[config.mk]
export PLATFORM = sky130hd
export DESIGN_NAME = binary_search_ctrl
export DESIGN_NICKNAME = d
export VERILOG_FILES = /design/src/rtl/bsa_pkg.sv /design/src/rtl/binary_search_ctrl.sv
export SDC_FILE = /design/constraint.sdc
export NUM_CORES = 1
export LEC_CHECK = 0
export CAP_MARGIN = 10
export CORE_UTILIZATION = 38
export CTS_CLUSTER_DIAMETER = 60
export DETAILED_ROUTE_END_ITERATION = 10
export GPL_ROUTABILITY_DRIVEN = 0
export HOLD_SLACK_MARGIN = 0.05
export PLACE_DENSITY = 0.6
export SYNTH_ARGS = -nofsm -noshare
export SYNTH_HDL_FRONTEND = slang
export SYNTH_SLANG_ARGS = --single-unit
[constraint.sdc]
create_clock -name clk -period 7.23 [get_ports clk]
set_input_delay 0.723 -clock clk [delete_from_list [all_inputs] [get_ports clk]]
set_output_delay 0.723 -clock clk [all_outputs]
set_load 0.02 [all_outputs]
[src/rtl/bsa_pkg.sv]
// Shared definitions for the BSA datapath: default widths and search FSM states.
package bsa_pkg;

  // Default word and address widths, shared with the RAM wrapper and top level.
  localparam int unsigned BSA_DATA_W = 8;
  localparam int unsigned BSA_ADDR_W = 5;

  // Search controller states.
  typedef enum logic [1:0] {
    IDLE  = 2'd0,
    FETCH = 2'd1,
    CMP   = 2'd2,
    DONE  = 2'd3
  } bs_state_t;

endpackage

[src/rtl/binary_search_ctrl.sv]
// Sequential binary-search engine over an external sorted synchronous RAM.
// One probe = FETCH (address presented) + CMP (read data compared).
module binary_search_ctrl
  import bsa_pkg::*;
#(
  parameter int unsigned DATA_W = BSA_DATA_W,
  parameter int unsigned ADDR_W = BSA_ADDR_W
) (
  input  logic              clk,
  input  logic              reset,
  input  logic              start,
  input  logic [DATA_W-1:0] target,
  output logic [ADDR_W-1:0] mem_addr,
  input  logic [DATA_W-1:0] mem_rdata,
  output logic              busy,
  output logic              done,
  output logic              found,
  output logic [ADDR_W-1:0] loc
);

  localparam logic [ADDR_W-1:0] ADDR_ONE = ADDR_W'(1);

  bs_state_t         r_state;
  bs_state_t         w_state_nxt;
  logic [ADDR_W-1:0] r_lo;
  logic [ADDR_W-1:0] r_hi;
  logic [DATA_W-1:0] r_tgt;
  logic [ADDR_W-1:0] r_loc;
  logic              r_found;

  logic [ADDR_W-1:0] w_lo_nxt;
  logic [ADDR_W-1:0] w_hi_nxt;
  logic [DATA_W-1:0] w_tgt_nxt;
  logic [ADDR_W-1:0] w_loc_nxt;
  logic              w_found_nxt;

  logic [ADDR_W:0]   w_sum;
  logic [ADDR_W-1:0] w_mid;

  // Midpoint computed one bit wider so lo+hi never overflows before the shift.
  always_comb begin
    w_sum = {1'b0, r_lo} + {1'b0, r_hi};
    w_mid = w_sum[ADDR_W:1];
  end

  // State and search registers; reset returns everything to zero/IDLE.
  always_ff @(posedge clk) begin
    if (reset) begin
      r_state <= IDLE;
      r_lo    <= '0;
      r_hi    <= '0;
      r_tgt   <= '0;
      r_loc   <= '0;
      r_found <= 1'b0;
    end else begin
      r_state <= w_state_nxt;
      r_lo    <= w_lo_nxt;
      r_hi    <= w_hi_nxt;
      r_tgt   <= w_tgt_nxt;
      r_loc   <= w_loc_nxt;
      r_found <= w_found_nxt;
    end
  end

  // Next-state and search-register update.
  // Termination is decided by mid hitting the live bound instead of lo>hi,
  // so lo/hi never step outside 0..2**ADDR_W-1.
  always_comb begin
    w_state_nxt = r_state;
    w_lo_nxt    = r_lo;
    w_hi_nxt    = r_hi;
    w_tgt_nxt   = r_tgt;
    w_loc_nxt   = r_loc;
    w_found_nxt = r_found;
    case (r_state)
      IDLE, DONE: begin
        if (start) begin
          w_state_nxt = FETCH;
          w_tgt_nxt   = target;
          w_lo_nxt    = '0;
          w_hi_nxt    = '1;
          w_found_nxt = 1'b0;
          w_loc_nxt   = '0;
        end
      end
      FETCH: begin
        w_state_nxt = CMP;
      end
      CMP: begin
        if (mem_rdata == r_tgt) begin
          w_found_nxt = 1'b1;
          w_loc_nxt   = w_mid;
          w_state_nxt = DONE;
        end else if (mem_rdata < r_tgt) begin
          if (w_mid == r_hi) begin
            w_state_nxt = DONE;
          end else begin
            w_lo_nxt    = w_mid + ADDR_ONE;
            w_state_nxt = FETCH;
          end
        end else begin
          if (w_mid == r_lo) begin
            w_state_nxt = DONE;
          end else begin
            w_hi_nxt    = w_mid - ADDR_ONE;
            w_state_nxt = FETCH;
          end
        end
      end
      default: begin
        w_state_nxt = IDLE;
      end
    endcase
  end

  // Moore status outputs and RAM address.
  always_comb begin
    mem_addr = w_mid;
    busy     = (r_state == FETCH) || (r_state == CMP);
    done     = (r_state == DONE);
    found    = r_found;
    loc      = r_loc;
  end

endmodule

==> results of run 1 <==
-- cell usage after synthesis (all sizes together) (3+ instances only) --
| cell | n | area [um2] |
|---|---|---|
| nor4 | 3 | 33.8 |
| a32o | 5 | 52.6 |
| buf | 3 | 21.3 |
| nor3 | 9 | 45.0 |
| or4 | 3 | 33.8 |
| nor2 | 16 | 60.1 |
| a211oi | 4 | 35.0 |
| inv | 23 | 86.3 |
| a221oi | 4 | 35.0 |
| nand2 | 24 | 90.1 |
| a31oi | 4 | 40.0 |
| clkbuf | 4 | 15.0 |
| a21oi | 21 | 105 |
| dfxtp | 26 | 521 |
| o31ai | 3 | 22.5 |
| nand3 | 8 | 40.0 |
| xor2 | 4 | 53.8 |
| nand2b | 6 | 37.5 |
| xnor2 | 9 | 78.8 |
| ha | 17 | 213 |
-- layer usage --
| metal | vias to the layer above | global-route usage | wire (um) |
|---|---|---|---|
| met2 | 41 | 0.314 | 2160 |
| li1 | 864 | - | - |
| met3 | 6 | 0.0318 | 150 |
| met1 | 764 | 0.237 | 2110 |
| met5 | - | 0 | 0 |
| met4 | 0 | 0.0327 | 38 |
-- worst reg2reg max path: cells and delay by family (launching register included) --
kind	cells	cell delay (ns)
AND/OR/NAND/NOR	3	1.20
AO/OA/AOI/OAI	1	0.25
XOR/XNOR	1	0.11
adder cells (fa/ha/maj)	1	0.74
flip-flops	1	0.44
buffers and inverters	1	0.14
-- stage by stage --
step / area (um2) / total power, uW / utilization / worst slack, ns / hold WS [ns]
4_1_cts: 2330 / 752 / 0.488 / 3.67 / 0.461
3_3_place_gp: 2260 / 629 / 0.473 / 3.96 / 0.444
6_report: 2330 / 750 / 0.488 / 3.67 / 0.457
5_1_grt: 2330 / 805 / 0.488 / 3.54 / 0.477
3_5_place_dp: 2260 / 626 / 0.473 / 3.99 / 0.447
2_1_floorplan: 1900 / 518 / - / 4.43 / 0.436
-- worst min path at each step --
stage / cells past startpoint / from / to / slack [ns]
after floorplan: 2 / r_tgt[1]$_SDFFE_PP0P_ / r_tgt[1]$_SDFFE_PP0P_ / 0.44
after global placement: 2 / r_tgt[2]$_SDFFE_PP0P_ / r_tgt[2]$_SDFFE_PP0P_ / 0.44
after detailed placement: 2 / r_tgt[7]$_SDFFE_PP0P_ / r_tgt[7]$_SDFFE_PP0P_ / 0.45
after CTS: 2 / r_tgt[7]$_SDFFE_PP0P_ / r_tgt[7]$_SDFFE_PP0P_ / 0.46
after global routing: 2 / r_tgt[5]$_SDFFE_PP0P_ / r_tgt[5]$_SDFFE_PP0P_ / 0.48
final: 2 / r_tgt[4]$_SDFFE_PP0P_ / r_tgt[4]$_SDFFE_PP0P_ / 0.46
-- cell usage in the layout (no fill, tap or decap), types with 2 or more instances in the layout --
cell	netlist	layout
a211oi_1	3	3
a21oi_1	21	21
a221oi_1	4	4
a31oi_1	3	3
a32o_1	3	3
a32o_2	2	2
clkbuf_8	0	3
clkdlybuf4s50_1	0	31
dfxtp_1	26	26
ha_1	17	17
inv_1	22	22
nand2_1	24	24
nand2b_1	6	6
nand3_1	8	8
nand4_1	2	2
nor2_1	16	16
nor2b_1	2	2
nor3_1	9	9
nor4_1	2	2
o21ai_0	2	2
o31a_1	2	2
o31ai_1	3	3
or4_4	3	3
xnor2_1	9	9
xnor3_1	2	2
xor2_1	3	3
-- kinds of logic (layout without fill, tap and decap cells) --
kind of cell	after synthesis	after routing	share of synthesized area
AND/OR/NAND/NOR	79	79	0.214
multiplexers	1	1	0.00526
AO/OA/AOI/OAI	55	55	0.215
XOR/XNOR	16	16	0.106
buffers and inverters	30	58	0.0644
flip-flops	26	26	0.273
adder cells (fa/ha/maj)	18	18	0.122
-- state kept, by name, indices dropped and copies added, names as in the netlist --
register  flops
found         1
r_tgt         8
r_lo          5
loc           5
r_hi          5
r_state       2
-- area by class of cell --
cell class,count,area (um2),share of cell area
clock inverters,1,30.0,0.0129
inverters,23,86.3,0.0370
multi-input cells,169,1260,0.540
well taps,67,83.8,0.0359
clock buffers,3,41.3,0.0177
flip-flops and latches,26,520,0.223
repair buffers,31,310,0.133
-- where the power goes --
part           internal, uW  total [uW]  switching [uW]  leakage [uW]
registers               168         193            24.6      0.000212
logic                   187         433             246      0.000663
clock network          74.1         124            49.5     0.0000357
==> key figures, run 1 <==
Run status
  – Status: completed

Global routing
  – Initial antenna violation count: 0
  – GRT Residual Overflow: 0
  – First-pass GRT wire length: 7.50 mm
  – Largest net degree at the start of global routing: 25
  – Vias in the first global route: 1582
  – Gr usage total: 0.181

Worst setup path
  – Worst setup path startpoint: r_hi[1]$_SDFFE_PP0P_
  – Crit path capture type: output port
  – Crit Path Max Fanout: 4
  – R2R Path End: r_hi[0]$_SDFFE_PP0P_
  – Req. time, crit path: 6.51 ns
  – Worst reg2reg path depth: 7
  – Reg2reg start: r_hi[1]$_SDFFE_PP0P_
  – Crit path capture: mem_addr[3]
  – WP depth: 7
  – Crit-path leading delay family: buffers and inverters
  – WP data arrival: 2.83 ns
  – CP Buf/Inv Count: 3
  – Startpoint types: flop
  – CP dominant cell by count: inv_1
  – CP Cell Sequence: inv_1 -> fa_1 -> nand2b_1 -> o2bb2ai_1 -> xor2_1 -> inv_1 -> clkdlybuf4s50_1
  – CP max stage delay: 0.56 ns
  – Crit Path Class: reg2out
  – Reg-to-reg setup timing slack: 4.20 ns
  – Slowest cell on the critical path: clkdlybuf4s50_1

Yosys
  – Synthesized Nets: 262
  – Post-synth EDFFs: 0
  – Sequential area share after synthesis: 0.273
  – Synth warn: 0
  – Distinct cells, synth: 51
  – Seq cells post-synth: 26
  – Post-synth top flop: dfxtp_1
  – Post-Syn Area: 0.00190 mm2
  – Synthesized instance count: 225
  – Ys async rst share: 0
  – Syn_area_per_cell: 8.46 um2

Floorplanning
  – I/O pins: 32
  – CORE AREA: 0.00479 mm2
  – Die H: 72.8 um
  – Cell Rows: 25
  – Die area: 0.00530 mm2
  – Starting density of the core: 0.398
  – Die W: 72.8 um

CTS
  – Htree depth: 1
  – Clk slew on worst S/H paths: 0.10 ns
  – Cts bufs inserted: 3
  – Cts hold-fix bufs: 0
  – Root Driver: clkbuf_8
  – Worst skew pair latency: 0.27 ns
  – CTS tree: yes
  – CTS max path bufs: 2
  – Setup Buffers After CTS: 0
  – Clk sinks: 26
  – # resized after CTS: 0

STA
  – Skew final: 0.00621 ns
  – Slew Limit Fails: 0
  – Post-layout min period: 3.56 ns
  – RSZ-0062 raised after global routing: false
  – Setup_tns: 0 ns
  – Worst-Margin Slew: 1.00 ns
  – Fmax: 0.281 GHz
  – Final setup fails: 0
  – Slew headroom: 0.329
  – Period utilisation layout: 0.492
  – Hold Vio Cnt, Final: 0

Routing
  – DR iter-0 viols: 49
  – Post-route ant nets: 0
  – Drt wl/cell: 13.9 um
  – Total Wirelength: 4.45 mm
  – DRC Markers: 0
  – Drt pass-1 iters: 4
  – Via Count: 1675
  – Vias per inst: 5.23

Final layout
  – Final nets: 291
  – Post-route insts no fill: 320
  – Area Growth Syn to Fin: 22.5%
  – # diodes: 0
  – Filler cells: 483
  – Share of cells above drive strength 1: 0.0593

Placement
  – Port bufs: 31
  – Hpwl dp: 3.48 mm
  – Inst Count DP: 316

Worst hold path
  – Worst min-delay path class: reg2reg

Power and ir drop
  – Static leakage: 0.000912 uW
  – IR drop worst, VDD: 167 uV
  – Pwr dens: 321 mW/mm2

Run
  – Max Cap Violations: 0
Power figures use the tool's default switching activity.
==> inputs of run 2 (changes only) <==
PLACE_DENSITY = 0.63   (was 0.6)
clock period = 3.25 ns   (was 7.23 ns; I/O delays follow)
==> key figures, run 2 (synthesis gave the netlist of run 1 again) <==
Placement
  – Inst Count DP: 320
  – Hpwl dp: 3.41 mm
  – Area post-placement: 0.00229 mm2
  – Port bufs: 31

Global routing
  – Routing usage on met2: 0.304
  – Initial antenna violation count: 0
  – Vias in the first global route: 1640
  – GRT Residual Overflow: 0
  – First-pass GRT wire length: 7.32 mm
  – Met3 Use GR: 0.0359
  – Largest net degree at the start of global routing: 16
  – Gr usage total: 0.173
  – Met1 Use GR: 0.224
  – Global routing's busiest layer: met2

STA
  – Setup_tns: 0 ns
  – Minimum hold slack: 0.459 ns
  – Period utilisation layout: 0.942
  – Worst-Margin Slew: 0.621 ns
  – Final setup fails: 0
  – Slew Limit Fails: 0
  – Skew final: 0.00556 ns
  – RSZ-0062 raised after global routing: false
  – Fmax: 0.327 GHz
  – Post-layout min period: 3.06 ns
  – Slew headroom: 0.585
  – Hold Vio Cnt, Final: 0

Final layout
  – Final nets: 295
  – Post-route insts no fill: 324
  – Commonest non-fill, non-tap cell in the layout: clkdlybuf4s50_1
  – Biggest register: r_tgt
  – Area Growth Syn to Fin: 24.5%
  – Filler cells: 498
  – Max FFs per register: 8
  – # diodes: 0
  – Most frequent cells in the layout: clkdlybuf4s50_1 (31), dfxtp_1 (26), nand2_1 (24), inv_1 (22), a21oi_1 (21)
  – Share of cells above drive strength 1: 0.0778
  – Fin area: 0.00237 mm2

Worst setup path
  – Worst setup path startpoint: r_hi[1]$_SDFFE_PP0P_
  – CP dominant cell by count: inv_1
  – WP data arrival: 2.74 ns
  – Startpoint types: flop
  – Crit Path Class: reg2out
  – Crit-path leading delay family: buffers and inverters
  – CP max stage delay: 0.62 ns
  – Slowest cell on the critical path: clkdlybuf4s50_1
  – CP Cell Sequence: inv_1 -> fa_1 -> nand2b_1 -> o2bb2ai_1 -> xor2_2 -> inv_1 -> clkdlybuf4s50_1
  – Reg2reg start: r_hi[1]$_SDFFE_PP0P_
  – Crit Path Max Fanout: 4
  – CP Buf/Inv Count: 3
  – Req. time, crit path: 2.92 ns
  – Crit path capture type: output port

Run
  – Max Cap Violations: 0

Routing
  – Via Count: 1666
  – DR iter-0 viols: 140
  – Post-route ant nets: 0
  – Vias per inst: 5.14
  – Total Wirelength: 4.18 mm
  – DRC Markers: 0
  – Drt pass-1 iters: 4
  – Drt wl/cell: 12.9 um

CTS
  – Cts hold-fix bufs: 0
  – CTS max path bufs: 2
  – Clk sinks: 26
  – Htree depth: 1
  – Cts bufs inserted: 3
  – Setup Buffers After CTS: 0
  – Clk slew on worst S/H paths: 0.09 ns
  – Root Driver: clkbuf_8
  – # resized after CTS: 0
  – Worst skew pair latency: 0.27 ns
  – CTS tree: yes

Worst hold path
  – Worst min-delay path class: reg2reg
  – Hold Crit Start: r_tgt[3]$_SDFFE_PP0P_

Floorplanning
  – CORE AREA: 0.00479 mm2
  – I/O pins: 32
  – Die W: 72.8 um
  – Die H: 72.8 um
  – Cell Rows: 25
  – Starting density of the core: 0.398
  – Die area: 0.00530 mm2

Power and ir drop
  – Pwr dens: 700 mW/mm2
  – Static leakage: 0.000933 uW
  – IR drop worst, VDD: 295 uV

Run status
  – Status: completed
==> run 2: stage by stage <==
step	power [uW]	setup slack (ns)	util
after floorplan	1150	0.446	-
after global placement	1410	0.416	0.479
after detailed placement	1400	0.414	0.479
after CTS	1670	0.105	0.494
after global routing	1790	0.0609	0.495
final	1660	0.189	0.495
==> run 2: cell type report <==
type / instances / area (um2) / share of cell area
sequential: 26 / 520 / 0.220
timing repair buffer: 35 / 340 / 0.144
multi-input combinational: 169 / 1270 / 0.535
clock buffer: 3 / 41.3 / 0.0174
tap: 67 / 83.8 / 0.0354
clock inverter: 1 / 30.0 / 0.0127
inverter: 23 / 86.3 / 0.0364
==> run 2: path summary, 6_finish.rpt <==
path | to | slack [ns] | cells past startpoint
max | mem_addr[3] | 0.19 | 7
min | r_tgt[3]$_SDFFE_PP0P_ | 0.46 | 2
max reg2reg | r_hi[0]$_SDFFE_PP0P_ | 0.39 | 8
min reg2reg | r_tgt[3]$_SDFFE_PP0P_ | 0.46 | 2
==> run 2: power by group <==
group	switching (uW)	total, uW	internal, uW	leakage, uW
clock	106	270	165	0.0000357
combinational	532	963	431	0.000685
sequential	52.0	426	374	0.000212
total	690	1660	970	0.000933
==> run 2: routing by layer <==
layer | up-vias | wire, um
met5 | - | 0
met2 | 32 | 2040
met4 | 0 | 26
met3 | 4 | 138
met1 | 763 | 1980
li1 | 867 | -
==> run 2: worst reg2reg max path: stages, from the launching register on <==
cell and delay [ns]:
dfxtp_1 0.42, inv_1 0.11, fa_1 0.52, xor3_1 0.26
o31ai_1 0.07, or4_4 0.44, or4_4 0.57, a211oi_1 0.27
nor4_1 0.08
==> inputs of run 3 (changes only) <==
CTS_CLUSTER_SIZE = 40   (was unset)
==> results of run 3 <==
Same layout as run 2: the final DEF is identical, and so are final timing and power.
